## config.mk

```make
export PLATFORM = sky130hd
export DESIGN_NAME = mipi_rx_frame_ctrl
export DESIGN_NICKNAME = d
export VERILOG_FILES = /design/src/rtl/mipi_rx_frame_ctrl.sv
export SDC_FILE = /design/constraint.sdc
export NUM_CORES = 1
export LEC_CHECK = 0
export BUFFER_PORTS_ARGS = -buffer_cell sky130_fd_sc_hd__buf_2
export CORE_UTILIZATION = 49
export DETAILED_ROUTE_END_ITERATION = 12
export PLACE_DENSITY = 0.88
export SLEW_MARGIN = 20
export SYNTH_ARGS = -nofsm -noshare
export SYNTH_HDL_FRONTEND = slang
export SYNTH_SLANG_ARGS = --single-unit
```

## constraint.sdc

```tcl
create_clock -name PARALLEL_CLOCK_I -period 2.8 [get_ports PARALLEL_CLOCK_I]
set_clock_uncertainty 0.1 [all_clocks]
set_input_delay 0.42 -clock PARALLEL_CLOCK_I [delete_from_list [all_inputs] [get_ports PARALLEL_CLOCK_I]]
set_output_delay 0.42 -clock PARALLEL_CLOCK_I [all_outputs]
set_load 0.05 [all_outputs]
```

## src/rtl/mipi_rx_frame_ctrl.sv

```systemverilog
// Capture controller behind the MIPI CSI-2 RX decoder, PARALLEL_CLOCK_I domain.
// Arms frame capture, forwards accepted pixel beats as a registered stream with
// SOF (tuser) / EOL (tlast) markers, checks frame geometry, runs a stall
// watchdog and exposes sticky errors plus line/frame counters.
// enable_i is the master enable: with enable_i low the controller never waits
// for a frame, so a single-shot arm_i needs enable_i high to take effect.
module mipi_rx_frame_ctrl #(
  parameter int g_DATAWIDTH     = 10,
  parameter int g_NUM_OF_PIXELS = 4,
  parameter int g_HRES          = 1920,
  parameter int g_VRES          = 1080,
  parameter int g_TIMEOUT       = 2000000
) (
  input  logic                                   PARALLEL_CLOCK_I,
  input  logic                                   RESET_n_I,
  input  logic                                   enable_i,
  input  logic                                   single_shot_i,
  input  logic                                   arm_i,
  input  logic                                   clr_err_i,
  input  logic                                   frame_start_i,
  input  logic                                   frame_end_i,
  input  logic                                   line_start_i,
  input  logic                                   line_end_i,
  input  logic                                   line_valid_i,
  input  logic [g_DATAWIDTH*g_NUM_OF_PIXELS-1:0] data_in_i,
  output logic [g_DATAWIDTH*g_NUM_OF_PIXELS-1:0] tdata_o,
  output logic                                   tvalid_o,
  output logic                                   tuser_o,
  output logic                                   tlast_o,
  output logic                                   busy_o,
  output logic                                   frame_done_o,
  output logic                                   err_line_len_o,
  output logic                                   err_line_cnt_o,
  output logic                                   err_timeout_o,
  output logic [15:0]                            line_count_o,
  output logic [15:0]                            frame_count_o
);

  localparam int W     = g_DATAWIDTH * g_NUM_OF_PIXELS;
  localparam int BEATS = g_HRES / g_NUM_OF_PIXELS;
  localparam int BW    = $clog2(BEATS + 1);
  localparam int TW    = $clog2(g_TIMEOUT + 1);

  typedef enum logic [1:0] {
    ST_IDLE    = 2'd0,
    ST_WAIT_FS = 2'd1,
    ST_ACTIVE  = 2'd2
  } state_t;

  state_t          state_q, state_d;
  logic [BW-1:0]   beat_cnt_q, beat_cnt_d;
  logic [15:0]     line_cnt_q, line_cnt_d;
  logic [15:0]     frame_cnt_q, frame_cnt_d;
  logic [TW-1:0]   wd_cnt_q, wd_cnt_d;
  logic            sof_pend_q, sof_pend_d;
  logic [W-1:0]    tdata_q, tdata_d;
  logic            tvalid_q, tvalid_d;
  logic            tuser_q, tuser_d;
  logic            tlast_q, tlast_d;
  logic            busy_q, busy_d;
  logic            done_q, done_d;
  logic            err_len_q, err_len_d;
  logic            err_lcnt_q, err_lcnt_d;
  logic            err_to_q, err_to_d;

  // Working values inside ACTIVE: restart, line start, beat, line end applied in order.
  logic [BW-1:0]   beat_v;
  logic [15:0]     line_v;
  logic            sof_v;
  logic            set_len_s, set_lcnt_s, set_to_s;
  logic            cont_s;

  // Next-state, datapath and error-set decode for one cycle.
  always_comb begin
    state_d     = state_q;
    beat_cnt_d  = beat_cnt_q;
    line_cnt_d  = line_cnt_q;
    frame_cnt_d = frame_cnt_q;
    wd_cnt_d    = '0;
    sof_pend_d  = sof_pend_q;
    tdata_d     = tdata_q;
    tvalid_d    = 1'b0;
    tuser_d     = 1'b0;
    tlast_d     = 1'b0;
    done_d      = 1'b0;
    beat_v      = beat_cnt_q;
    line_v      = line_cnt_q;
    sof_v       = sof_pend_q;
    set_len_s   = 1'b0;
    set_lcnt_s  = 1'b0;
    set_to_s    = 1'b0;
    cont_s      = enable_i & ~single_shot_i;

    case (state_q)
      ST_IDLE: begin
        if (cont_s || arm_i) begin
          state_d = ST_WAIT_FS;
        end else begin
          state_d = ST_IDLE;
        end
      end

      ST_WAIT_FS: begin
        if (!enable_i) begin
          state_d = ST_IDLE;
        end else if (frame_start_i) begin
          state_d    = ST_ACTIVE;
          line_cnt_d = 16'd0;
          beat_cnt_d = '0;
          sof_pend_d = 1'b1;
        end else begin
          state_d = ST_WAIT_FS;
        end
      end

      ST_ACTIVE: begin
        // A second frame start inside a frame is a geometry error and restarts it.
        if (frame_start_i) begin
          set_lcnt_s = 1'b1;
          line_v     = 16'd0;
          beat_v     = '0;
          sof_v      = 1'b1;
        end else begin
          sof_v = sof_pend_q;
        end

        if (line_start_i) begin
          beat_v = '0;
        end else begin
          beat_v = beat_v;
        end

        if (line_valid_i) begin
          if (beat_v < BW'(BEATS)) begin
            tvalid_d = 1'b1;
            tdata_d  = data_in_i;
            tuser_d  = sof_v;
            tlast_d  = (beat_v == BW'(BEATS - 1));
            beat_v   = beat_v + BW'(1);
            sof_v    = 1'b0;
          end else begin
            set_len_s = 1'b1;
          end
        end else begin
          tvalid_d = 1'b0;
        end

        // Line end sees the beat delivered in the same cycle.
        if (line_end_i) begin
          if (beat_v < BW'(BEATS)) begin
            set_len_s = 1'b1;
          end else begin
            set_len_s = set_len_s;
          end
          if (line_v != 16'hFFFF) begin
            line_v = line_v + 16'd1;
          end else begin
            line_v = line_v;
          end
        end else begin
          line_v = line_v;
        end

        if (line_start_i || line_valid_i) begin
          wd_cnt_d = '0;
        end else begin
          wd_cnt_d = wd_cnt_q + TW'(1);
        end

        // Frame end is checked after any same-cycle line end.
        if (frame_end_i) begin
          if (line_v != 16'(g_VRES)) begin
            set_lcnt_s = 1'b1;
          end else begin
            set_lcnt_s = set_lcnt_s;
          end
          done_d      = 1'b1;
          frame_cnt_d = frame_cnt_q + 16'd1;
          wd_cnt_d    = '0;
          state_d     = cont_s ? ST_WAIT_FS : ST_IDLE;
        end else if (wd_cnt_d == TW'(g_TIMEOUT)) begin
          set_to_s = 1'b1;
          wd_cnt_d = '0;
          state_d  = cont_s ? ST_WAIT_FS : ST_IDLE;
        end else begin
          state_d = ST_ACTIVE;
        end

        beat_cnt_d = beat_v;
        line_cnt_d = line_v;
        sof_pend_d = sof_v;
      end

      default: begin
        state_d = ST_IDLE;
      end
    endcase

    busy_d     = (state_d == ST_ACTIVE);
    err_len_d  = set_len_s  | (err_len_q  & ~clr_err_i);
    err_lcnt_d = set_lcnt_s | (err_lcnt_q & ~clr_err_i);
    err_to_d   = set_to_s   | (err_to_q   & ~clr_err_i);
  end

  // State, counters and all outputs registered; asynchronous reset clears everything.
  always_ff @(posedge PARALLEL_CLOCK_I or negedge RESET_n_I) begin
    if (!RESET_n_I) begin
      state_q     <= ST_IDLE;
      beat_cnt_q  <= '0;
      line_cnt_q  <= 16'd0;
      frame_cnt_q <= 16'd0;
      wd_cnt_q    <= '0;
      sof_pend_q  <= 1'b0;
      tdata_q     <= '0;
      tvalid_q    <= 1'b0;
      tuser_q     <= 1'b0;
      tlast_q     <= 1'b0;
      busy_q      <= 1'b0;
      done_q      <= 1'b0;
      err_len_q   <= 1'b0;
      err_lcnt_q  <= 1'b0;
      err_to_q    <= 1'b0;
    end else begin
      state_q     <= state_d;
      beat_cnt_q  <= beat_cnt_d;
      line_cnt_q  <= line_cnt_d;
      frame_cnt_q <= frame_cnt_d;
      wd_cnt_q    <= wd_cnt_d;
      sof_pend_q  <= sof_pend_d;
      tdata_q     <= tdata_d;
      tvalid_q    <= tvalid_d;
      tuser_q     <= tuser_d;
      tlast_q     <= tlast_d;
      busy_q      <= busy_d;
      done_q      <= done_d;
      err_len_q   <= err_len_d;
      err_lcnt_q  <= err_lcnt_d;
      err_to_q    <= err_to_d;
    end
  end

  assign tdata_o        = tdata_q;
  assign tvalid_o       = tvalid_q;
  assign tuser_o        = tuser_q;
  assign tlast_o        = tlast_q;
  assign busy_o         = busy_q;
  assign frame_done_o   = done_q;
  assign err_line_len_o = err_len_q;
  assign err_line_cnt_o = err_lcnt_q;
  assign err_timeout_o  = err_to_q;
  assign line_count_o   = line_cnt_q;
  assign frame_count_o  = frame_cnt_q;

endmodule

```

* Yosys cells after proc, flatten, opt, wreduce, memory -nomap -nowiden
Cells that the tools add are included.
** Storage, ports and cells
- Register bits after elaboration :: 113
- Output and inout bits :: 80
- Logic and storage cells :: 100
** Cells by class
- $add $sub $neg :: 4
- Magnitude comparators :: 2
- Eq/ne operators :: 8
- Muxes and demuxes :: 55
- Bitwise operators :: 9
- Reduce and logical (&&, ||, !) cells :: 7
** Operators by type and width (count)
- two-way mux 21 bit :: 5
- two-way mux 16 bit :: 6
- two-way mux 9 bit :: 7
- adder 16 x 1 -> 16 bit, second input constant :: 2
- case mux 16 bit (2 select lines) :: 1
- two-way mux 1 bit :: 29
- adder 21 x 1 -> 21 bit, second input constant :: 1
- == test 21 bit, second input constant :: 1
- less-than comparator 9 bit, second input constant :: 2
- case mux 9 bit (2 select lines) :: 1
- != test 16 x 11 -> 1 bit, second input constant :: 1
- != test 16 bit, second input constant :: 1
- adder 9 x 1 -> 9 bit, second input constant :: 1
- == test 9 bit, second input constant :: 1
- two-way mux 2 bit :: 4
- case mux 2 bit (3 select lines) :: 1
- AND 1 bit :: 4
- == test 2 bit, second input constant :: 2
- AND reduction 2 bit :: 2
- OR 1 bit :: 3
- AND reduction 3 bit :: 1
- == test 2 x 1 -> 1 bit, second input constant :: 1
- zero test 2 bit :: 1
- logical OR 1 bit :: 2
- other kinds (4) :: 5

* Logic depth before layout (Yosys ltp)
- Depth after elaboration :: 12
- Mapped depth :: 11
- Mapped depth without buffers :: 10

* Worst setup path after synthesis
Ideal clock, no wire load.
- Path type :: in2reg
- From :: input port frame_start_i
- To :: register line_cnt_q[3], in the netlist line_count_o[3]
- Setup time :: 137 ps
- Data arrival time :: 2505 ps
- Data required time :: 2563 ps
- Path slack :: 58 ps
- Cell stages on the path :: 11
- Cells stage by stage :: clkbuf_1 > clkbuf_1 > nor2b_1 > ha_1 > and4b_1 > nand2_1 > o21ai_0 > nor2_1 > nand4_1 > xnor2_1 > o22ai_1
** Between the ends
- Longest elaborated chain between the ends :: 7
- Elaborated cells between the ends (all ways) :: 9
** RTL lines
- start, declared :: line 20 : input logic frame_start_i,
- two-way mux 16 bit * :: line 118 : if (frame_start_i) begin
- two-way mux 16 bit :: line 94 : case (state_q)
- adder 16 x 1 -> 16 bit / != test 16 bit (equally long branches) :: line 156, 155
- two-way mux 16 bit :: line 155 : if (line_v != 16'hFFFF) begin
- two-way mux 16 bit :: line 149 : if (line_end_i) begin
- two-way mux 16 bit :: line 94
- case mux 16 bit (2 select lines) * :: line 94
- end signal, assigned :: line 226 : line_cnt_q <= line_cnt_d;
- end, declared :: line 52 : logic [15:0] line_cnt_q, line_cnt_d;
Mark *: on every way between the ends. The rest lies on a longest branch, timed or not. The select of a mux whose other input is x is not followed.
A chain may end at the register's enable or synchronous reset.

* Final worst setup path
- From :: register wd_cnt_q[0]
- To :: register wd_cnt_q[8]
** Between the ends
- Longest elaborated chain between the ends :: 7
** RTL lines
- start, declared :: line 54 : logic [TW-1:0] wd_cnt_q, wd_cnt_d;
- start signal, assigned :: line 228 : wd_cnt_q <= wd_cnt_d;
- adder 21 x 1 -> 21 bit * :: line 167 : wd_cnt_d = wd_cnt_q + TW'(1);
- two-way mux 21 bit * :: line 164 : if (line_start_i || line_valid_i) begin
- two-way mux 21 bit * :: line 94
- == test 21 bit :: line 181 : end else if (wd_cnt_d == TW'(g_TIMEOUT)) begin
- two-way mux 21 bit * :: line 181
- two-way mux 21 bit * :: line 171 : if (frame_end_i) begin
- two-way mux 21 bit * :: line 94
- named net wd_cnt_d[8] :: line 54
Mark *: on every way through the listed nets, which the timed path passes. The rest lies on a longest branch. The select of a mux whose other input is x is not followed.

==> metrics.yaml <==
global_route:
  track_usage_pct: 24.9
  overflow: 0
  grt_max_degree: 59
  grt_pass1_vias: 5060
  antenna_found_initial: 1
  grt_pass1_wl_mm: 23.0
layout:
  layout_common_cells: "nand2_1, buf_2, dfrtp_1"
  final_common_cell: "nand2_1"
  nets: 840
  area_growth_pct: 28.6
  drive_gt1_share_pct: 26.1
  final_area_um2: 7220
  nFillCells: 861
setup_path:
  path_max_fanout: 8
  worstSetupPathType: "flop to flop"
  path_cells: "ha_1 > nand4_1 > buf_4 > o21a_1 > nor4_2 > o211ai_1 > nor4_2 > a21o_1 > buf_4 > o21ba_2"
  required_ns: 2.98
  startpoint_type: "flop"
  end_kind: "flop"
  slowest_delay_ns: 0.40
  critPathArrivalTime_ns: 2.96
  slowest_stage: "dfrtp_1"
  r2r_cells: 10
route:
  routedWlPerCell_um: 15.0
  drt_iter0_drc: 492
  first_pass_iters: 6
  detail-route-antenna-nets: 0
  routed_wl_mm: 14.1
  via_count: 5220
  drc_errors: 0
  vias_per_cell: 5.56
sta:
  timing.final.crit_share_pct: 99.3
  worstMarginPinSlew_ns: 0.715
  rsz0062_at_grt: "true"
  fmax_mhz: 360
  setup_viol_count_final: 0
  maxSlewHeadroom_pct: 52.2
  tns_ns: 0
  final.setup.worst_slack_ns: 0.0184
  slew_viol_final: 0
  fin_crit_ns: 2.78
  hold_viol: 0
power:
  leakage_uw: 0.00353
  power_density_nw_per_um2: 927
  ir_drop_mv: 0.806
synthesis:
  ys_seq_area_share_pct: 50.4
  yosys.area.top_type: "dfrtp_1"
  yosysUniqueCellTypes: 58
  async_flop_share_pct: 100
  yosys_warnings: 0
  synth_edf_count: 0
  syn_area_per_cell_um2: 8.84
  synth.area.top_cells: "dfrtp_1, nand2_1, xnor2_1"
  synthCells: 635
  ys_ff_latch: 113
  synth_area_um2: 5610
  synth_flop_cell: "dfrtp_1"
  syn-num-nets: 690
  yosys.area.top_type_share_pct: 50.4
run_status:
  status: "complete, no violations"
floorplan:
  io_pins: 131
  std_cell_rows: 38
  dieArea_um2: 11900
  die_h_um: 109
  die_w_um: 109
  start_util_pct: 51.1
  core_um2: 11000
run:
  drv_cap: 0
min_path:
  holdPathStages: 3
  hold_path_class: "input port to flop"
placement:
  hpwl_mm: 9.52
  gp_congestion: 0.900
  io_buffers: 130
  dpl_cell_area_um2: 6490
  dp_slack_ns: -0.0127
cts:
  cts_max_level: 4
  clk_pin_slew_worst_paths_ns: 0.05
  cts_root_buffer: "clkbuf_16"
  cts.sinks: 113
  cts_tree: "done"
  clock_latency_ns: 0.40
  clock_path_buffers: 2
  cts_made_buffers: 17
## through the flow
stage | utilization (%) | hold WS (ns) | cells | power [uW]
after floorplan | - | 0.0244 | 635 | 3810
after global placement | 59.1 | 0.276 | 901 | 4340
after detailed placement | 59.1 | 0.276 | 901 | 4390
after CTS | 65.0 | 0.0909 | 934 | 6720
after global routing | 65.7 | 0.0969 | 939 | 7000
final | 65.7 | 0.104 | 939 | 6690
## worst max-delay path, delay by kind of cell, from the launching register on
family	cells	cell delay (ns)
AOI/OAI and AO/OA	4	0.71
adders and majority gates	1	0.19
buffers and inverters	2	0.40
DFF	1	0.40
and+or+nand+nor	3	0.86
## worst paths after layout
| kind | startpoint | endpoint | slack, ns |
|---|---|---|---|
| hold / removal | data_in_i[26] | tdata_o[26] | 0.10 |
| min in group asynchronous | RESET_n_I | frame_count_o[4] | 0.39 |
| setup reg to reg | wd_cnt_q[0] | wd_cnt_q[8] | 0.02 |
| max in group asynchronous | RESET_n_I | line_count_o[2] | 1.53 |
| setup / recovery | wd_cnt_q[0] | wd_cnt_q[8] | 0.02 |
| hold reg to reg | tdata_o[34] | tdata_o[34] | 0.37 |
## state kept, by name, indices dropped and copies added, names as in the netlist, 2 cells and up
signal / flops
state_q: 2
frame_count_o: 16
line_count_o: 16
wd_cnt_q: 21
tdata_o: 40
beat_cnt_q: 9
## report_power, final
part	internal [uW]	switching, uW	total (uW)	leakage [uW]
clock	1580	727	2310	0.000305
combinational	488	1670	2160	0.00173
sequential	1980	239	2220	0.00149
## repair_timing
action,4_1_cts,5_1_grt
endpoints found under the setup margin,4,22
gates resized for setup,0,10
hold buffers,1,0
pin swaps,1,2
hold endpoints to repair,29,0
buffers inserted,0,4
## cell families (layout without fill, tap and decap cells)
kind of cell    count (synthesis)  after routing  synth area share [%]
simple gates                  339            339                  27.7
flops                         113            113                  50.4
compound gates                 96             96                  10.9
xor+xnor                       40             40                  6.24
buf+inv                        38            201                  2.90
mux                             5              5                 0.914
fa+ha+maj                       4              4                 0.892
other cells                     0              1                     0
## synth_stat cells (2+ instances only)
cell,n
nand3b_1,2
a21oi_1,24
nand2b_1,3
a31oi_1,4
buf_1,4
inv_1,13
buf_6,2
nor2b_1,8
and2_1,6
nand3_1,20
or2_2,2
and4b_1,3
nor4_1,12
nand2_1,175
and3_1,8
a32o_1,2
o22ai_1,3
a22o_1,6
and4_1,2
o31a_1,3
nor3_1,14
clkbuf_1,16
o21ba_2,4
nand4_1,16
xnor2_1,29
mux2i_1,4
or3_1,3
dfrtp_1,113
o21ai_0,28
xor2_1,11
o31ai_1,5
ha_1,4
nor2_1,56
a21o_1,2
or4_1,2
o21a_1,4
## cell type report
cell class	count	area, um2	area share [%]
well taps	140	175	2.43
flip-flops and latches	113	2830	39.2
inverters	14	52.6	0.728
clock inverters	9	153	2.11
diodes	1	2.50	0.0347
multi-input cells	484	2660	36.9
repair buffers	155	856	11.9
clock buffers	23	488	6.76
## per-layer routing
layer	vias to the layer above	GRT usage, %	routed length [um]
li1	2475	-	-
met1	2418	30.9	6000
met2	289	39.1	6410
met3	38	6.93	1270
met4	0	13.8	421
met5	-	0	0
(Power assumes the default switching activity.)
